===== src/rtl/bus_pkg.sv =====
// rtl/bus_pkg.sv - shared constants, FSM state type and index-width helper for the bus mux
package bus_pkg;

  localparam int DEFAULT_WIDTH = 32;
  localparam int DEFAULT_N_SRC = 24;

  typedef enum logic {
    NORMAL = 1'b0,
    FAULT  = 1'b1
  } state_t;

  // Smallest encoded-index width able to name every source.
  function automatic int idx_width(input int n_src);
    return (n_src <= 2) ? 1 : $clog2(n_src);
  endfunction

endpackage


===== src/rtl/onehot_prio_encoder.sv =====
// rtl/onehot_prio_encoder.sv - combinational lowest-index priority encoder with any/multi-hot detect
module onehot_prio_encoder #(
  parameter int N_SRC = 24,
  parameter int IDX_W = 6
) (
  input  logic [N_SRC-1:0] sel,
  output logic [IDX_W-1:0] index,
  output logic             any,
  output logic             multi
);

  always_comb begin
    index = '0;
    // Scan downward so the lowest set bit is the last (winning) assignment.
    for (int i = N_SRC - 1; i >= 0; i--) begin
      if (sel[i]) index = IDX_W'(i);
    end
    any   = |sel;
    multi = (sel & (sel - N_SRC'(1))) != '0;
  end

endmodule


===== src/rtl/pipelined_bus_mux.sv =====
// rtl/pipelined_bus_mux.sv - registered one-hot bus mux with conflict counter and sticky fault
// Optional bus keeper on empty select: define BUS_HOLD_EN.
module pipelined_bus_mux
  import bus_pkg::*;
#(
  parameter int WIDTH = DEFAULT_WIDTH,
  parameter int N_SRC = DEFAULT_N_SRC,
  parameter int IDX_W = 6,
  parameter int CNT_W = 8
) (
  input  logic               clock,
  input  logic               clear,
  input  logic [N_SRC-1:0]   sel,
  input  logic [N_SRC*WIDTH-1:0] data_in,
  input  logic               fault_clr,
  output logic [WIDTH-1:0]   bus_out,
  output logic               bus_valid,
  output logic [IDX_W-1:0]   src_idx,
  output logic               conflict,
  output logic               fault,
  output logic [CNT_W-1:0]   conflict_cnt
);

  localparam logic [CNT_W-1:0] CNT_MAX = {CNT_W{1'b1}};

  logic [IDX_W-1:0] enc_idx;
  logic             enc_any;
  logic             enc_multi;
  logic [WIDTH-1:0] sel_data;
  state_t           state;
  state_t           state_nxt;

  onehot_prio_encoder #(
    .N_SRC(N_SRC),
    .IDX_W(IDX_W)
  ) u_enc (
    .sel  (sel),
    .index(enc_idx),
    .any  (enc_any),
    .multi(enc_multi)
  );

  always_comb begin
    sel_data = '0;
    for (int i = 0; i < N_SRC; i++) begin
      if (enc_idx == IDX_W'(i)) sel_data = data_in[i*WIDTH +: WIDTH];
    end
  end

  always_ff @(posedge clock) begin
    if (clear) state <= NORMAL;
    else       state <= state_nxt;
  end

  always_comb begin
    state_nxt = state;
    case (state)
      NORMAL:  if (enc_multi) state_nxt = FAULT;
      FAULT:   if (fault_clr && !enc_multi) state_nxt = NORMAL;
      default: state_nxt = NORMAL;
    endcase
  end

  assign fault = (state == FAULT);

  always_ff @(posedge clock) begin
    if (clear) begin
      bus_out      <= '0;
      bus_valid    <= 1'b0;
      src_idx      <= '0;
      conflict     <= 1'b0;
      conflict_cnt <= '0;
    end else begin
      bus_valid <= enc_any && !enc_multi;
      conflict  <= enc_multi;
      if (enc_any) begin
        bus_out <= sel_data;
        src_idx <= enc_idx;
      end else begin
`ifdef BUS_HOLD_EN
        bus_out <= bus_out;
`else
        bus_out <= '0;
`endif
      end
      // A conflict in the same cycle as fault_clr counts as the first new event.
      if (enc_multi) begin
        if (fault_clr)                   conflict_cnt <= CNT_W'(1);
        else if (conflict_cnt != CNT_MAX) conflict_cnt <= conflict_cnt + CNT_W'(1);
      end else if (fault_clr) begin
        conflict_cnt <= '0;
      end
    end
  end

endmodule


===== config.mk =====
export PLATFORM = sky130hd
export DESIGN_NAME = pipelined_bus_mux
export DESIGN_NICKNAME = d
export VERILOG_FILES = /design/src/rtl/bus_pkg.sv /design/src/rtl/onehot_prio_encoder.sv /design/src/rtl/pipelined_bus_mux.sv
export SDC_FILE = /design/constraint.sdc
export NUM_CORES = 1
export LEC_CHECK = 0
export BUFFER_PORTS_ARGS = -buffer_cell sky130_fd_sc_hd__clkbuf_2
export CELL_PAD_IN_SITES_DETAIL_PLACEMENT = 0
export CELL_PAD_IN_SITES_GLOBAL_PLACEMENT = 1
export CORE_AREA = 2 2 326 328
export CTS_BUF_LIST = sky130_fd_sc_hd__clkbuf_8
export CTS_CLUSTER_DIAMETER = 40
export DETAILED_ROUTE_END_ITERATION = 7
export DIE_AREA = 0 0 328 330
export GPL_TIMING_DRIVEN = 0
export PLACE_DENSITY_LB_ADDON = 0.12
export SYNTH_ARGS = -nofsm -noshare
export SYNTH_HDL_FRONTEND = slang
export SYNTH_SLANG_ARGS = --single-unit

===== constraint.sdc =====
create_clock -name clock -period 3.3 [get_ports clock]
set_input_delay 0.66 -clock clock [delete_from_list [all_inputs] [get_ports clock]]
set_output_delay 0.66 -clock clock [all_outputs]
set_load 0.05 [all_outputs]

# Yosys cells after proc, flatten, opt, wreduce, memory -nomap -nowiden
# Cells that the tools add are included.
[word_totals]
register_bits = 49
in_bits = 795
output_inout_bits = 49
word_cells = 100
[classes]
addsub = 2
eq_ne = 24
n_mux = 55
n_bitwise = 3
reduce_logical = 10
[op_table]
columns = ["operator", "count"]
rows = [
  ["32-bit 2-to-1 mux", 24],
  ["5-bit 2-to-1 mux", 24],
  ["6-bit by 4-bit equality test with 1-bit output, second input constant", 8],
  ["6-bit by 5-bit equality test with 1-bit output, second input constant", 8],
  ["8-bit 2-to-1 mux", 4],
  ["24-bit AND", 1],
  ["6-bit by 3-bit equality test with 1-bit output, second input constant", 4],
  ["24-bit nonzero test", 1],
  ["24-bit OR reduction", 1],
  ["24-bit by 1-bit subtractor with 24-bit output, second input constant", 1],
  ["6-bit by 2-bit equality test with 1-bit output, second input constant", 2],
  ["8-bit by 1-bit adder with 8-bit output, second input constant", 1],
  ["8-bit != test, second input constant", 1],
  ["6-bit by 1-bit equality test with 1-bit output, second input constant", 1],
  ["6-bit zero test", 1],
  ["2-bit nonzero test", 2],
  ["1-bit logical AND", 2],
  ["1-bit 2-to-1 mux", 2],
  ["1-bit NOT", 2],
  ["1-bit one-hot mux with 2 select lines", 1],
  ["2-bit AND reduction", 1],
  ["2-bit OR reduction", 1],
  ["1-bit zero test", 1],
]

# Depth between registers and ports, before layout
[depth]
depth_word = 49
depth_mapped = 14
ltp_nobuf = 9

# Modules after synthesis
# Synthesis repeated with hierarchy kept, for this count alone.
[unflattened]
cells_unflattened = 1209
area_unflattened_um2 = 8934.8
[modules_own_cells]
columns = ["mod", "n_inst", "cells_each", "area_per_inst_um2", "seq_area_each_um2"]
rows = [
  ["pipelined_bus_mux", 1, 1123, 8409.3, 980.9],
  ["onehot_prio_encoder", 1, 86, 525.5, 0.0],
]

# Worst setup path before layout
# No wires, ideal clock.
[synth_timing]
path_type = "input-to-reg"
start = "in sel[8]"
end = "reg bus_out[31]"
setup_time_ns = 0.134
arrival_time_ns = 3.302
required_time_ns = 3.166
setup_slack_ns = -0.135
stages = 11
path_buffers = 2
cell_sequence = "buf_2 -> or3b_1 -> and4_1 -> or4_1 -> nand3_1 -> buf_4 -> mux2_2 -> a221oi_1 -> a21oi_1 -> a2111oi_0 -> o22ai_1"
[synth_via]
elab_chain_cells = 34
elab_cells_between_ends = 60
cone_classes = "eq/ne (23); mux (33); bitwise (1); reduce/logical (3)"
[synth_lines]
columns = ["element", "line_no", "text"]
rows = [
  ["start, declared", "pipelined_bus_mux.sv:13", "input logic [N_SRC-1:0] sel,"],
  ["5-bit 2-to-1 mux (9 in a row)", "onehot_prio_encoder.sv:16", "if (sel[i]) index = IDX_W'(i);"],
  ["6-bit zero test", "pipelined_bus_mux.sv:46", "if (enc_idx == IDX_W'(i)) sel_data = data_in[i*WIDTH +: WIDTH];"],
  ["32-bit 2-to-1 mux (24 in a row)", "pipelined_bus_mux.sv:46", ""],
  ["end signal, assigned", "pipelined_bus_mux.sv:77", "bus_out <= sel_data;"],
  ["end, declared", "pipelined_bus_mux.sv:16", "output logic [WIDTH-1:0] bus_out,"],
]
# Parallel ways exist; a longest one is shown, timed or not.
# A chain may end at the register's enable or synchronous reset.

# Worst setup path in the final report
[layout_timing]
start = "in sel[10]"
end = "reg bus_out[14]"
[layout_via]
elab_chain_cells = 36
elab_cells_between_ends = 62
cone_classes = "eq/ne (23); mux (35); bitwise (1); reduce/logical (3)"
[layout_lines]
columns = ["element", "line_no"]
rows = [
  ["5-bit 2-to-1 mux (11 in a row)", "onehot_prio_encoder.sv:16"],
  ["6-bit zero test", "pipelined_bus_mux.sv:46"],
  ["32-bit 2-to-1 mux (24 in a row)", "pipelined_bus_mux.sv:46"],
]
# Parallel ways exist; a longest one is shown, timed or not.

==> metrics <==
vias per cell 4.43; PortBufs 835; Worst Hold Class reg2reg; DRC 0; Mapped Cells 1,316; final WL 138,000 um; Worst-Skew Late Latency 0.45 ns; first-pass GRT wire length 173,000 um; post-route antenna net violation count 0; Slew Limit Fails 0; Core ar. 105,000 um^2; register area share after synthesis 11.3%; overall power 3530 uW; largest net degree at the start of global routing 16; Post-Syn Area per Cell 6.46 um^2; antenna violations before repair 52; CP arrival 3.74 ns; P_leak 0.00832 uW; status complete, but fails checks; routability congestion estimate 0.867; crit share post-route 103%; post-DR wirelength/cell 37.2 um; clock-pin slew of the registers on the worst-case setup and hold paths 0.15 ns; Starting Density 8.12%; post-synth cell types 84; cell taking the most area after synthesis dfxtp_1; Ys Warns 0; post-synth top area share 11.3%; Die Y 330 um; gr ovfl total 0; Fmax 294 MHz; vias in the first global route 17.2k; hold buffer count at CTS 0; post-route insts no fill 3,719; Max VDD drop 0.143 mV; crit start category input port; ys async rst share 0%; GRT Resource Usage Total 24.3%; Critical path origin sel[10]; Post-synth top flop dfxtp_1; Placed Cells incl. Taps 3,548; max_cap viols 0; Slew Limit Headroom 46.6%; CTS root buffer clkbuf_8; Setup Crit Path Kind in2reg; top cells by area, synth dfxtp_1, nand2_1, a21oi_1; Final #Nets 3,104; Worst Path Max Fanout 7; die area 108,000 um^2; Final Skew 0.00159 ns; Post-synth EDFFs 0; cts bufs inserted 5; Final WS setup -0.102 ns; total power density per cell area 187 nW/um^2; setup violators final 8; Synth Cell Area 8500 um^2; Synth Register Bits 48; First-pass DRT Iterations 6; Worst EP required 3.64 ns; Worst setup EP type flop; CTS tree yes; final hold violations 0; num rows 119; area grow syn2layout 122%; post-synth net total 2,112; RSZ-0062 raised after global routing true; fill cell count 12.1k; total clock sinks 48; Max clock buf depth 2; Die X 328 um; layout cells sized above 1 59.3%; worst r2r src conflict_cnt[2]$_SDFFE_PP0P_; failing checks setup timing; H-tree Lvls 2; Final HPWL DP 117,000 um; number of DRC markers in iteration 0 1,409; setup tns final -0.285 ns; Worst Hold Launch src_idx[1]$_SDFFE_PP0N_; top-level I/O count 844; Worst Max-Slew Pin Slew 0.801 ns; crit path time final 3.40 ns; DR vias 16.5k
## what timing repair did
item | 4_1_cts | 5_1_grt
pin swaps | 87 | 69
gates resized for setup | 542 | 109
endpoints found under the hold margin | 0 | 0
setup buffers | 123 | 36
gates cloned | 1 | 0
setup endpoints to repair | 44 | 32
## cells in the final DEF (no fill, tap or decap), drive strengths merged, types with 7 or more instances in the layout
| cell type | instances |
|---|---|
| nand4 | 9 |
| nor4 | 16 |
| nor2 | 103 |
| a221oi | 41 |
| nand2 | 215 |
| inv | 13 |
| or3b | 10 |
| and3 | 14 |
| buf | 203 |
| dfxtp | 48 |
| a22oi | 42 |
| a221o | 20 |
| a2111oi | 10 |
| a211oi | 24 |
| nand3 | 60 |
| o221ai | 31 |
| or2 | 8 |
| nor3 | 50 |
| o22ai | 31 |
| a222oi | 22 |
| o211ai | 18 |
| mux2 | 7 |
| nor3b | 7 |
| clkbuf | 897 |
| a21oi | 133 |
| o21ai | 84 |
| o2111ai | 17 |
| o21a | 7 |
| a31oi | 14 |
| a211o | 9 |
| or3 | 17 |
| or4 | 11 |
| o31ai | 9 |
| mux2i | 24 |
| diode | 19 |
## routing by layer
layer	track usage [%]	share of wire, %	routed length, um
met1	30.2	42	57800
met2	42.9	49	68400
met3	5.83	6.8	9360
met4	4.36	1.7	2380
met5	0	0.21	292
## worst max-delay path, cell delays in order
cell	delay (ns)
clkbuf_16	0.14
or3b_4	0.38
and4_4	0.18
or3_4	0.41
o2111ai_4	0.14
nor2_4	0.10
buf_6	0.15
a222oi_1	0.47
or3b_4	0.46
a221oi_4	0.46
o21bai_1	0.16
## area by class of cell
| class | instances | area [um^2] | share of cell area (%) |
|---|---|---|---|
| clock buffers | 5 | 68.8 | 0.365 |
| repair buffers | 993 | 5860 | 31.0 |
| plain buffers | 102 | 1130 | 5.97 |
| multi-input cells | 1145 | 8930 | 47.3 |
| well taps | 1391 | 1740 | 9.23 |
| flip-flops and latches | 48 | 961 | 5.09 |
| inverters | 13 | 48.8 | 0.259 |
| diodes | 19 | 47.5 | 0.252 |
| clock inverters | 3 | 90.1 | 0.478 |
## kinds of logic after synthesis
kind of cell | count (synthesis) | share of synthesized area, %
compound gates | 568 | 47.9
xor+xnor | 3 | 0.309
fa+ha+maj | 3 | 0.383
buf+inv | 123 | 6.08
flops | 48 | 11.3
mux | 31 | 3.75
other cells | 1 | 0.0441
simple gates | 539 | 30.2
## worst paths after layout
kind	to	slack, ns	depth (start not counted)
max	bus_out[14]$_SDFF_PP0_	-0.10	11
max reg2reg	conflict_cnt[5]$_SDFFE_PP0P_	1.65	7
min	src_idx[1]$_SDFFE_PP0N_	0.47	2
min reg2reg	src_idx[1]$_SDFFE_PP0N_	0.47	2
## flip-flops by register name, indices dropped and copies added (netlist names)
| register | count |
|---|---|
| bus_valid | 1 |
| conflict_cnt | 8 |
| fault | 1 |
| bus_out | 32 |
| conflict | 1 |
| src_idx | 5 |
## cell usage after synthesis (11+ instances only)
cell and n:
nand3_1 60, nor4_1 12, nor2_1 103, a221oi_1 41, and3_1 14, a21oi_1 130
inv_1 13, o221ai_1 31, o21ai_0 75, a22oi_1 42, o211ai_1 18, o2111ai_1 16
nor3_1 46, nand2_1 210, or4_1 11, a211oi_1 24, buf_2 25, mux2i_1 24
dfxtp_1 48, a222oi_1 22, or3_1 17, a31oi_1 14, clkbuf_1 72, a221o_1 20
o22ai_1 31
## power by group
group	leakage, uW	total [uW]	internal [uW]	switching (uW)
clock network	0.0000785	769	380	389
registers	0.000396	641	623	18.3
logic	0.00784	2120	847	1280
total	0.00832	3530	1850	1680
## metrics by stage
stage               area [um^2]  utilization, %  hold slack [ns]  setup slack, ns
floorplan                  8550               -            0.672          0.00549
global placement          14500            13.8            0.448            -4.04
detailed placement        14600            13.9            0.454            -3.61
CTS                       18000            17.2            0.476           -0.170
global route              18800            18.0            0.500           -0.160
finish                    18900            18.0            0.469           -0.102
Note: power is estimated with default switching activity, not from simulation.
